File: config.mk
export PLATFORM = sky130hd
export DESIGN_NAME = decode_queue
export DESIGN_NICKNAME = d
export VERILOG_FILES = /design/src/rtl/decode_queue.sv
export SDC_FILE = /design/constraint.sdc
export NUM_CORES = 1
export LEC_CHECK = 0
export CAP_MARGIN = 40
export CELL_PAD_IN_SITES_DETAIL_PLACEMENT = 1
export CELL_PAD_IN_SITES_GLOBAL_PLACEMENT = 1
export CORE_UTILIZATION = 32
export DETAILED_ROUTE_END_ITERATION = 10
export GPL_TIMING_DRIVEN = 0
export PLACE_DENSITY = 0.83
export SETUP_SLACK_MARGIN = 0.02
export SLEW_MARGIN = 40
export SYNTH_ARGS = -nofsm -noshare
export SYNTH_HDL_FRONTEND = slang
export SYNTH_SLANG_ARGS = --single-unit
File: constraint.sdc
create_clock -name CLK -period 5.58 [get_ports CLK]
set_input_delay 1.395 -clock CLK [delete_from_list [all_inputs] [get_ports CLK]]
set_output_delay 1.395 -clock CLK [all_outputs]
set_load 0.005 [all_outputs]
File: src/rtl/decode_queue.sv
// Instruction-decode stage: DEPTH-entry in-order queue between fetch and execute.
// The head entry is split into MIPS-style fields, with the immediate pre-extended.
module decode_queue #(
    parameter int INST_MEM_WIDTH = 2,
    parameter int DEPTH          = 2
) (
    input  logic                          CLK,
    input  logic                          reset,
    input  logic                          flush,
    input  logic                          in_valid,
    output logic                          in_ready,
    input  logic [31:0]                   inst,
    input  logic [INST_MEM_WIDTH-1:0]     pc,
    input  logic [INST_MEM_WIDTH-1:0]     pc1,
    input  logic                          distinct,
    output logic                          out_valid,
    input  logic                          out_ready,
    output logic [5:0]                    opcode,
    output logic [4:0]                    rs,
    output logic [4:0]                    rt,
    output logic [4:0]                    rd,
    output logic [4:0]                    sa,
    output logic [5:0]                    funct,
    output logic [15:0]                   immediate,
    output logic [31:0]                   imm_sext,
    output logic [31:0]                   imm_zext,
    output logic [25:0]                   inst_index,
    output logic                          is_nop,
    output logic [INST_MEM_WIDTH-1:0]     pc_out,
    output logic [INST_MEM_WIDTH-1:0]     pc1_out,
    output logic                          distinct_out,
    output logic [$clog2(DEPTH+1)-1:0]    count
);

    localparam int PW = $clog2(DEPTH);
    localparam int CW = $clog2(DEPTH+1);

    logic [31:0]               inst_mem     [DEPTH];
    logic [INST_MEM_WIDTH-1:0] pc_mem       [DEPTH];
    logic [INST_MEM_WIDTH-1:0] pc1_mem      [DEPTH];
    logic                      distinct_mem [DEPTH];

    logic [PW-1:0] wp_reg, rp_reg;
    logic [CW-1:0] count_reg;
    logic          push, pop;

    // in_ready depends on registered occupancy only, so a full queue stays closed
    // even during a pop and there is no path from out_ready.
    assign in_ready  = (count_reg != CW'(DEPTH));
    assign out_valid = (count_reg != '0);
    assign push      = in_valid & in_ready;
    assign pop       = out_valid & out_ready;
    assign count     = count_reg;

    always_ff @(posedge CLK) begin
        if (reset || flush) begin
            wp_reg    <= '0;
            rp_reg    <= '0;
            count_reg <= '0;
        end else begin
            if (push)
                wp_reg <= wp_reg + PW'(1);
            if (pop)
                rp_reg <= rp_reg + PW'(1);
            count_reg <= count_reg + CW'(push) - CW'(pop);
        end
    end

    generate
        for (genvar gi = 0; gi < DEPTH; gi++) begin : g_entry
            always_ff @(posedge CLK) begin
                if (reset) begin
                    inst_mem[gi]     <= '0;
                    pc_mem[gi]       <= '0;
                    pc1_mem[gi]      <= '0;
                    distinct_mem[gi] <= 1'b0;
                end else if (push && !flush && wp_reg == PW'(gi)) begin
                    inst_mem[gi]     <= inst;
                    pc_mem[gi]       <= pc;
                    pc1_mem[gi]      <= pc1;
                    distinct_mem[gi] <= distinct;
                end
            end
        end
    endgenerate

    // An empty queue presents all-zero fields so downstream never sees stale data.
    logic [31:0] head_word;
    assign head_word = out_valid ? inst_mem[rp_reg] : 32'h0;

    assign opcode       = head_word[31:26];
    assign rs           = head_word[25:21];
    assign rt           = head_word[20:16];
    assign rd           = head_word[15:11];
    assign sa           = head_word[10:6];
    assign funct        = head_word[5:0];
    assign immediate    = head_word[15:0];
    assign imm_sext     = {{16{head_word[15]}}, head_word[15:0]};
    assign imm_zext     = {16'h0, head_word[15:0]};
    assign inst_index   = head_word[25:0];
    assign is_nop       = out_valid && (head_word == 32'h0);
    assign pc_out       = out_valid ? pc_mem[rp_reg] : '0;
    assign pc1_out      = out_valid ? pc1_mem[rp_reg] : '0;
    assign distinct_out = out_valid ? distinct_mem[rp_reg] : 1'b0;

endmodule

# Yosys cells after proc, flatten, opt, wreduce, memory -nomap -nowiden
# Memory sizes are Yosys's and may differ from the RTL's. A register that Yosys moved wholly into a read port is not among the register bits.
# Cells that the tools add are included.
[op_classes] add_sub_neg=4 eq_ne=1 muxes=28 n_bitwise=11 n_reduce_logical=8
[ops] op="32-bit 2-to-1 mux" count=3
[ops] op="32-bit logical NOT" count=1
[ops] op="1-bit 2-to-1 mux" count=19
[ops] op="2-bit 2-to-1 mux" count=6
[ops] op="1-bit OR" count=8
[ops] op="1-bit logical AND" count=4
[ops] op="1-bit adder (second input constant)" count=2
[ops] op="2-bit by 1-bit adder with 2-bit output" count=1
[ops] op="1-bit bitwise AND" count=2
[ops] op="2-bit != test (second input constant)" count=1
[ops] op="2-bit nonzero test" count=1
[ops] op="2-bit by 1-bit subtractor with 2-bit output" count=1
[ops] op="1-bit logical NOT" count=1
[ops] op="1-bit logical OR" count=1
[ops] op="1-bit inverter" count=1
[totals] ff_bits=4 ram_bits=74 input_bits=42 out_inout_bits=148 elab_cells=59 n_memories=4
[memory_table] name="inst_mem" words=2 width=32 rd=1 rd_clocked_by_memory_dff=1 write_ports=2 line="38" rtl="logic [31:0] inst_mem [DEPTH];"
[memory_table] name="pc1_mem" words=2 width=2 rd=1 rd_clocked_by_memory_dff=1 write_ports=2 line="40" rtl="logic [INST_MEM_WIDTH-1:0] pc1_mem [DEPTH];"
[memory_table] name="pc_mem" words=2 width=2 rd=1 rd_clocked_by_memory_dff=1 write_ports=2 line="39" rtl="logic [INST_MEM_WIDTH-1:0] pc_mem [DEPTH];"
[memory_table] name="distinct_mem" words=2 width=1 rd=1 rd_clocked_by_memory_dff=1 write_ports=2 line="41" rtl="logic distinct_mem [DEPTH];"

# Logic depth before layout (Yosys ltp)
[depth] depth_word=8 ltp_mapped=10 ltp_nobuf=9

# Least setup slack after synthesis
# OpenSTA, ideal clock, no wires.
[synth_path] path_type="input to register" from="input flush" to="memory distinct_mem[0], enable pin" setup_ns=0.487 arrival_time_ns=4.448 required_time_ns=5.093 path_slack_ns=0.645 stages=2 n_path_buf=1 path_cell_list="clkbuf_1 o31ai_1"
[synth_lines] element="start, declared" line="9" rtl="input logic flush,"
[synth_lines] element="end, declared" line="41"

# Worst setup path after layout
[layout_path] from="register count_reg[1] (netlist: count[1])" to="output imm_sext[25]"
[layout_between] elab_chain_len=2
[layout_lines] element="start, declared" line="44" rtl="logic [CW-1:0] count_reg;"
[layout_lines] element="start signal, assigned" line="65" rtl="count_reg <= count_reg + CW'(push) - CW'(pop);"
[layout_lines] element="2-bit nonzero test" line="50" rtl="assign out_valid = (count_reg != '0);"
[layout_lines] element="32-bit 2-to-1 mux" line="89" rtl="assign head_word = out_valid ? inst_mem[rp_reg] : 32'h0;"
[layout_lines] element="end, declared" line="25" rtl="output logic [31:0] imm_sext,"
# No other way between the ends.

==> qor.yml <==
status:
  status: "finished clean"
final_layout:
  largest_register_ffs: 64
  multi_input_comb_area_um2: 1369
  n_antenna_cell: 0
  synthToLayoutAreaGrowth_pct: 51.70
  drive_gt1_share_pct: 22.52
  regMostFlops: "inst_mem"
  finalNetCount: 645
  final_area_um2: 6825
  layout_common_cells: "clkdlybuf4s50_1 (171), buf_4 (111), and2_1 (75), edfxtp_1 (74)"
  fillers: 1477
  seqCellArea_um2: 2322
  top_regs: "inst_mem: 64 flops, pc1_mem: 4 flops, pc_mem: 4 flops"
  layout_commonest_cell: "clkdlybuf4s50_1"
worst_setup_path:
  critPathMaxFanout: 21
  rr_startpoint: "count[0]"
  end_kind: "output pin"
  r2r_slack_ps: 3410
  r2r_cells: 5
  critical_path_class: "reg2out"
  path_depth: 6
  start_kind: "flop"
  critPathMaxStageDelay_ps: 650
  critPathSlowestCell: "nor2_2"
  r2r_end: "inst_mem[0][16]"
  crit_buf_inv: 4
  worst_ep_required_time_ps: 4180
  path_delay_family: "buffers and inverters"
  arrival_ps: 2670
  crit_chain: "nor2_2 -> buf_4 -> clkbuf_1 -> nor2_2 -> buf_4 -> clkdlybuf4s50_1"
sta:
  setup_viol: 0
  max_slew_margin_pct: 52.39
  rsz0062_at_grt: "no"
  report.final.slew_viol_count: 0
  fin_crit_sh_pct: 72.81
  max_slew.worst_pin.slew_ps: 713.3
  hold_viol_final: 0
  max_freq_ghz: 0.2461
  finalClockSkew_ps: 6.163
  whs_ps: 559.0
  period_needed_ps: 4063
  fin_ws_ps: 1517
floorplanning:
  rows: 42
  io_pins: 190
  dieArea_um2: 14540
  core_area_um2: 13450
  start_util_pct: 33.44
  die_y_um: 120.6
  fp.dieW_um: 120.6
yosys:
  synth.top_cell.area_share_pct: 49.39
  synthArstFlopShare_pct: 0
  synth_warnings: 0
  synth_area_per_cell_um2: 11.28
  synth_area_leader_cell: "edfxtp_1"
  synth-seq-cells: 79
  yosysUniqueCellTypes: 32
  ys.flop_type: "edfxtp_1"
  synth_cells: 399
  synth_enable_flop_cells: 74
  syn_area_um2: 4499
  yosysSeqAreaShare_pct: 51.61
  ys_top_cells_by_area: "edfxtp_1 (49%), buf_4 (18%), and2_1 (10%), mux2i_1 (8.2%), nor2_1 (3.2%)"
routing:
  drt_iter0_markers: 85
  dr.pass1.iters: 4
  vias: 3353
  viasPerCell: 4.299
  drtAntennaViolNets: 0
  routed_wl_um: 12380
  drc_errors: 0
  wl_per_cell_um: 15.87
cts:
  cts.htree.levels: 3
  ctsHoldBuffers: 0
  clk_latency_ps: 340
  cts_tree: "yes"
  postCtsSetupBuffers: 0
  cts_max_path_buffers: 2
  root_buffer: "clkbuf_16"
  clkTransAtPathRegs_ps: 50
  cts_sinks: 79
  cts-resized-gates: 0
  cts-buffers-inserted: 9
placement:
  dp_slack_ps: 1779
  dp_hpwl_um: 9979
  gp_congestion: 0.7660
  io_buffers: 171
  dpl_cell_area_um2: 6571
grt:
  grt_max_degree: 22
  overflow: 0
  grt_usage_pct: 17.29
  grt_pass1_wl_um: 18720
  grt_antenna_before_repair: 0
  grt_pass1_vias: 3552
power_and_ir_drop:
  vdd_drop_max_mv: 0.1210
  power.density_nw_per_um2: 217.1
  p_leak_nw: 2.685
  finalPower_mw: 1.482
run:
  drv_cap: 0
hold_path:
  hold_path.class: "reg2reg"
  whs_path_depth: 2
  hp-start: "rp_reg"
==> cell type report <==
| class | count | area share [%] |
|---|---|---|
| timing repair buffer | 176 | 25.90 |
| sequential | 79 | 34.02 |
| clock buffer | 10 | 3.355 |
| tap | 176 | 3.226 |
| clock inverter | 4 | 0.3666 |
| buffer | 123 | 12.91 |
| inverter | 3 | 0.1650 |
| multi-input combinational | 209 | 20.05 |
==> kinds of logic (layout without fill, tap and decap cells) <==
| group | after synthesis | in the layout | share of synthesized area, % |
|---|---|---|---|
| and+or+nand+nor | 143 | 143 | 17.94 |
| muxes | 37 | 37 | 8.231 |
| DFF | 79 | 79 | 51.61 |
| xor gates and xnor gates | 4 | 4 | 0.7788 |
| AOI/OAI and AO/OA | 7 | 7 | 0.9735 |
| buffers and inverters | 126 | 316 | 19.83 |
| adders and majority gates | 2 | 2 | 0.5561 |
| other | 1 | 16 | 0.08335 |
==> cells in the mapped netlist, drive strengths merged, types with 2 or more instances <==
| master | instances |
|---|---|
| clkbuf | 10 |
| nand2 | 3 |
| nor4 | 10 |
| xor2 | 2 |
| nor2 | 39 |
| mux2i | 37 |
| o21ai | 2 |
| xnor2 | 2 |
| buf | 113 |
| ha | 2 |
| edfxtp | 74 |
| a21oi | 2 |
| dfxtp | 5 |
| inv | 3 |
| nor3 | 7 |
| nand3 | 4 |
| and2 | 75 |
==> stage by stage <==
stage | cells | TNS (ps) | utilization, %
global placement | 761 | -73870 | 48.22
CTS | 780 | 0 | 50.73
detailed placement | 766 | 0 | 48.85
finish | 780 | 0 | 50.73
global route | 780 | 0 | 50.73
floorplan | 414 | 0 | -
==> worst min-delay path, delay by kind of cell, from the launching register on <==
family,cells,cell delay [ps]
and+or+nand+nor,1,50
xor gates and xnor gates,1,140
DFF,1,320
==> metal layers <==
layer / global-route usage, % / part of all wire [%] / wire length, µm / vias up
li1: - / - / - / 1628
met1: 18.26 / 37 / 4624 / 1600
met2: 32.87 / 55 / 6770 / 106
met3: 3.585 / 5.1 / 633 / 19
met4: 7.407 / 2.8 / 348 / 0
met5: 0 / 0 / 0 / -
==> where the power goes <==
part	internal [mW]	switching (mW)
clock	0.294	0.214
combinational	0.165	0.110
sequential	0.683	0.0157
total	1.14	0.340
==> worst max path at each step <==
stage	start	endpoint	slack (ps)
after CTS	count[1]	imm_sext[25]	1400
after global placement	in_valid	inst_mem[0][18]	-1110
after detailed placement	count[1]	imm_sext[25]	1780
final	count[1]	imm_sext[25]	1520
after global routing	count[1]	imm_sext[18]	1270
after floorplan	flush	distinct_mem[0]	640
No activity file was read; power rests on OpenSTA's default activity.
==> edit, RTL diff (same flow settings) <==
Set the parameter `DEPTH` to 4 (it was 2).
--- a/src/rtl/decode_queue.sv
+++ b/src/rtl/decode_queue.sv
@@ -4,3 +4,3 @@
     parameter int INST_MEM_WIDTH = 2,
-    parameter int DEPTH          = 2
+    parameter int DEPTH          = 4
 ) (
Ports: changed (resized count); port bits go from 190 to 191. No check against the original RTL was run, so the function may have changed too.
==> edit against the unedited design <==
  * Sequential power is 95% higher
  * Global-route usage is 1.2 points higher
  * Core utilization is 6.2 points lower
  * Setup slack worse by 1.3 ns
  * Clock skew hardly changed
  * First-iteration DRC count grew to 5.6 times the old value
  * Combinational power is 70% higher
  * Sequential cell count is 78 higher
  * Wire length is 89% higher
  * Area after synthesis is 77% higher
  * Count of clock-buffer cells in the layout is 12 higher
  * Design area is 59% higher
  * Power is 100% higher
  * Critical endpoint is now is_nop
  * Largest cell class is now sequential cells
==> edit: results (changes against the unedited design) <==
{| class="wikitable"
! Metric !! Value
|-
| Cell variety after synth || 31 (-3.1%)
|-
| Run status || completed
|-
| Max rail drop VDD || 0.171 mV (+41%)
|-
| Placed inst area || 0.0103 mm² (+56%)
|-
| Timing-limited maximum frequency || 187 MHz (-24%)
|-
| Global-route usage over all layers || 18.5% (+1.2 points)
|-
| Minimum setup slack after placement || 0.661 ns (-1.12 ns)
|-
| Post-Route Skew || 0.00571 ns (-0.000450 ns)
|-
| Worst relative slew slack || 44.1% (-8.3 points)
|-
| Leading cell types by total area after synthesis || edfxtp_1, and3_1, mux4_2
|-
| Global Route met3 Usage || 4.18% (+0.60 points)
|-
| Routed length on met2 || 11900 µm (+76%)
|-
| Vias per Instance || 4.95 (+15%)
|-
| Global-route wire length before repair || 34900 µm (+87%)
|-
| Origin of the worst min-delay path || rp_reg[1]$_SDFFE_PP0P_
|-
| Weighted congestion at the end of routability-driven global placement || 0.735 (-4.1%)
|-
| Average wire length per cell after detail routing || 20.7 µm (+31%)
|-
| H-Tree Depth || 4 (+1)
|-
| Net switching component of the power || 0.685 mW (+100%)
|-
| Initial detailed-routing violation count || 475 (+460%)
|-
| Cells on worst reg2reg path || 11 (+6)
|-
| Iteration count of the initial detailed-routing pass || 5 (+1)
|-
| Leading post-synthesis cells by instance count || and3_1, edfxtp_1, buf_4
|-
| Detailed-routed wire length on met3 || 1790 µm (+180%)
|-
| Delay of the slowest cell on the worst path || 0.70 ns (+0.05 ns)
|-
| TritonCTS Buffers || 17 (+8)
|-
| Combinational cell power || 0.468 mW (+70%)
|-
| Max FO, Critical Path || 10 (-52%)
|-
| CP max stage cell || clkbuf_1
|-
| Vias || 5599 (+67%)
|-
| Sequential power share || 45.6% (-1.5 points)
|-
| Vias in the first global route || 5888 (+66%)
|-
| Power density of the placed cells || 274 mW/mm² (+26%)
|-
| Hpwl dp || 16400 µm (+64%)
|-
| Last element of the critical path || is_nop
|-
| Crit path DAT || 3.95 ns (+1.28 ns)
|-
| Post-Syn Instances || 583 (+46%)
|-
| Port bufs || 174 (+1.8%)
|-
| WHS || 0.541 ns (-0.0180 ns)
|-
| Largest net degree at the start of global routing || 38 (+73%)
|-
| Number of nets in the layout || 842 (+31%)
|-
| Ratio of cells with drive above 1 in the final layout || 23.7% (+1.2 points)
|}
edit: cell types whose count changed after synthesis, moves of 26 or more:
cell      change
and2_1       -37
and3_1      +148
clkbuf_1     +26
edfxtp_1     +74
mux2i_1      -37
mux4_2       +36
nor2_1       -29
edit: final cells by class:
cell class / instances / area [µm²]
plain buffers: 151 / 1000
clock buffers: 22 / 474
clock inverters: 10 / 114
fillers: 2536 / 13500
inverters: 6 / 22.5
multi-input cells: 284 / 2420
flip-flops and latches: 157 / 4620
well taps: 324 / 405
repair buffers: 176 / 1790
edit: logic make-up after synthesis:
logic type | Yosys count | synth area share [%]
AOI/OAI and AO/OA | 5 | 0.439
buffers and inverters | 157 | 12.8
DFF | 157 | 57.9
muxes | 37 | 10.5
xor gates and xnor gates | 5 | 0.549
other | 1 | 0.0470
and+or+nand+nor | 214 | 16.5
adders and majority gates | 7 | 1.19
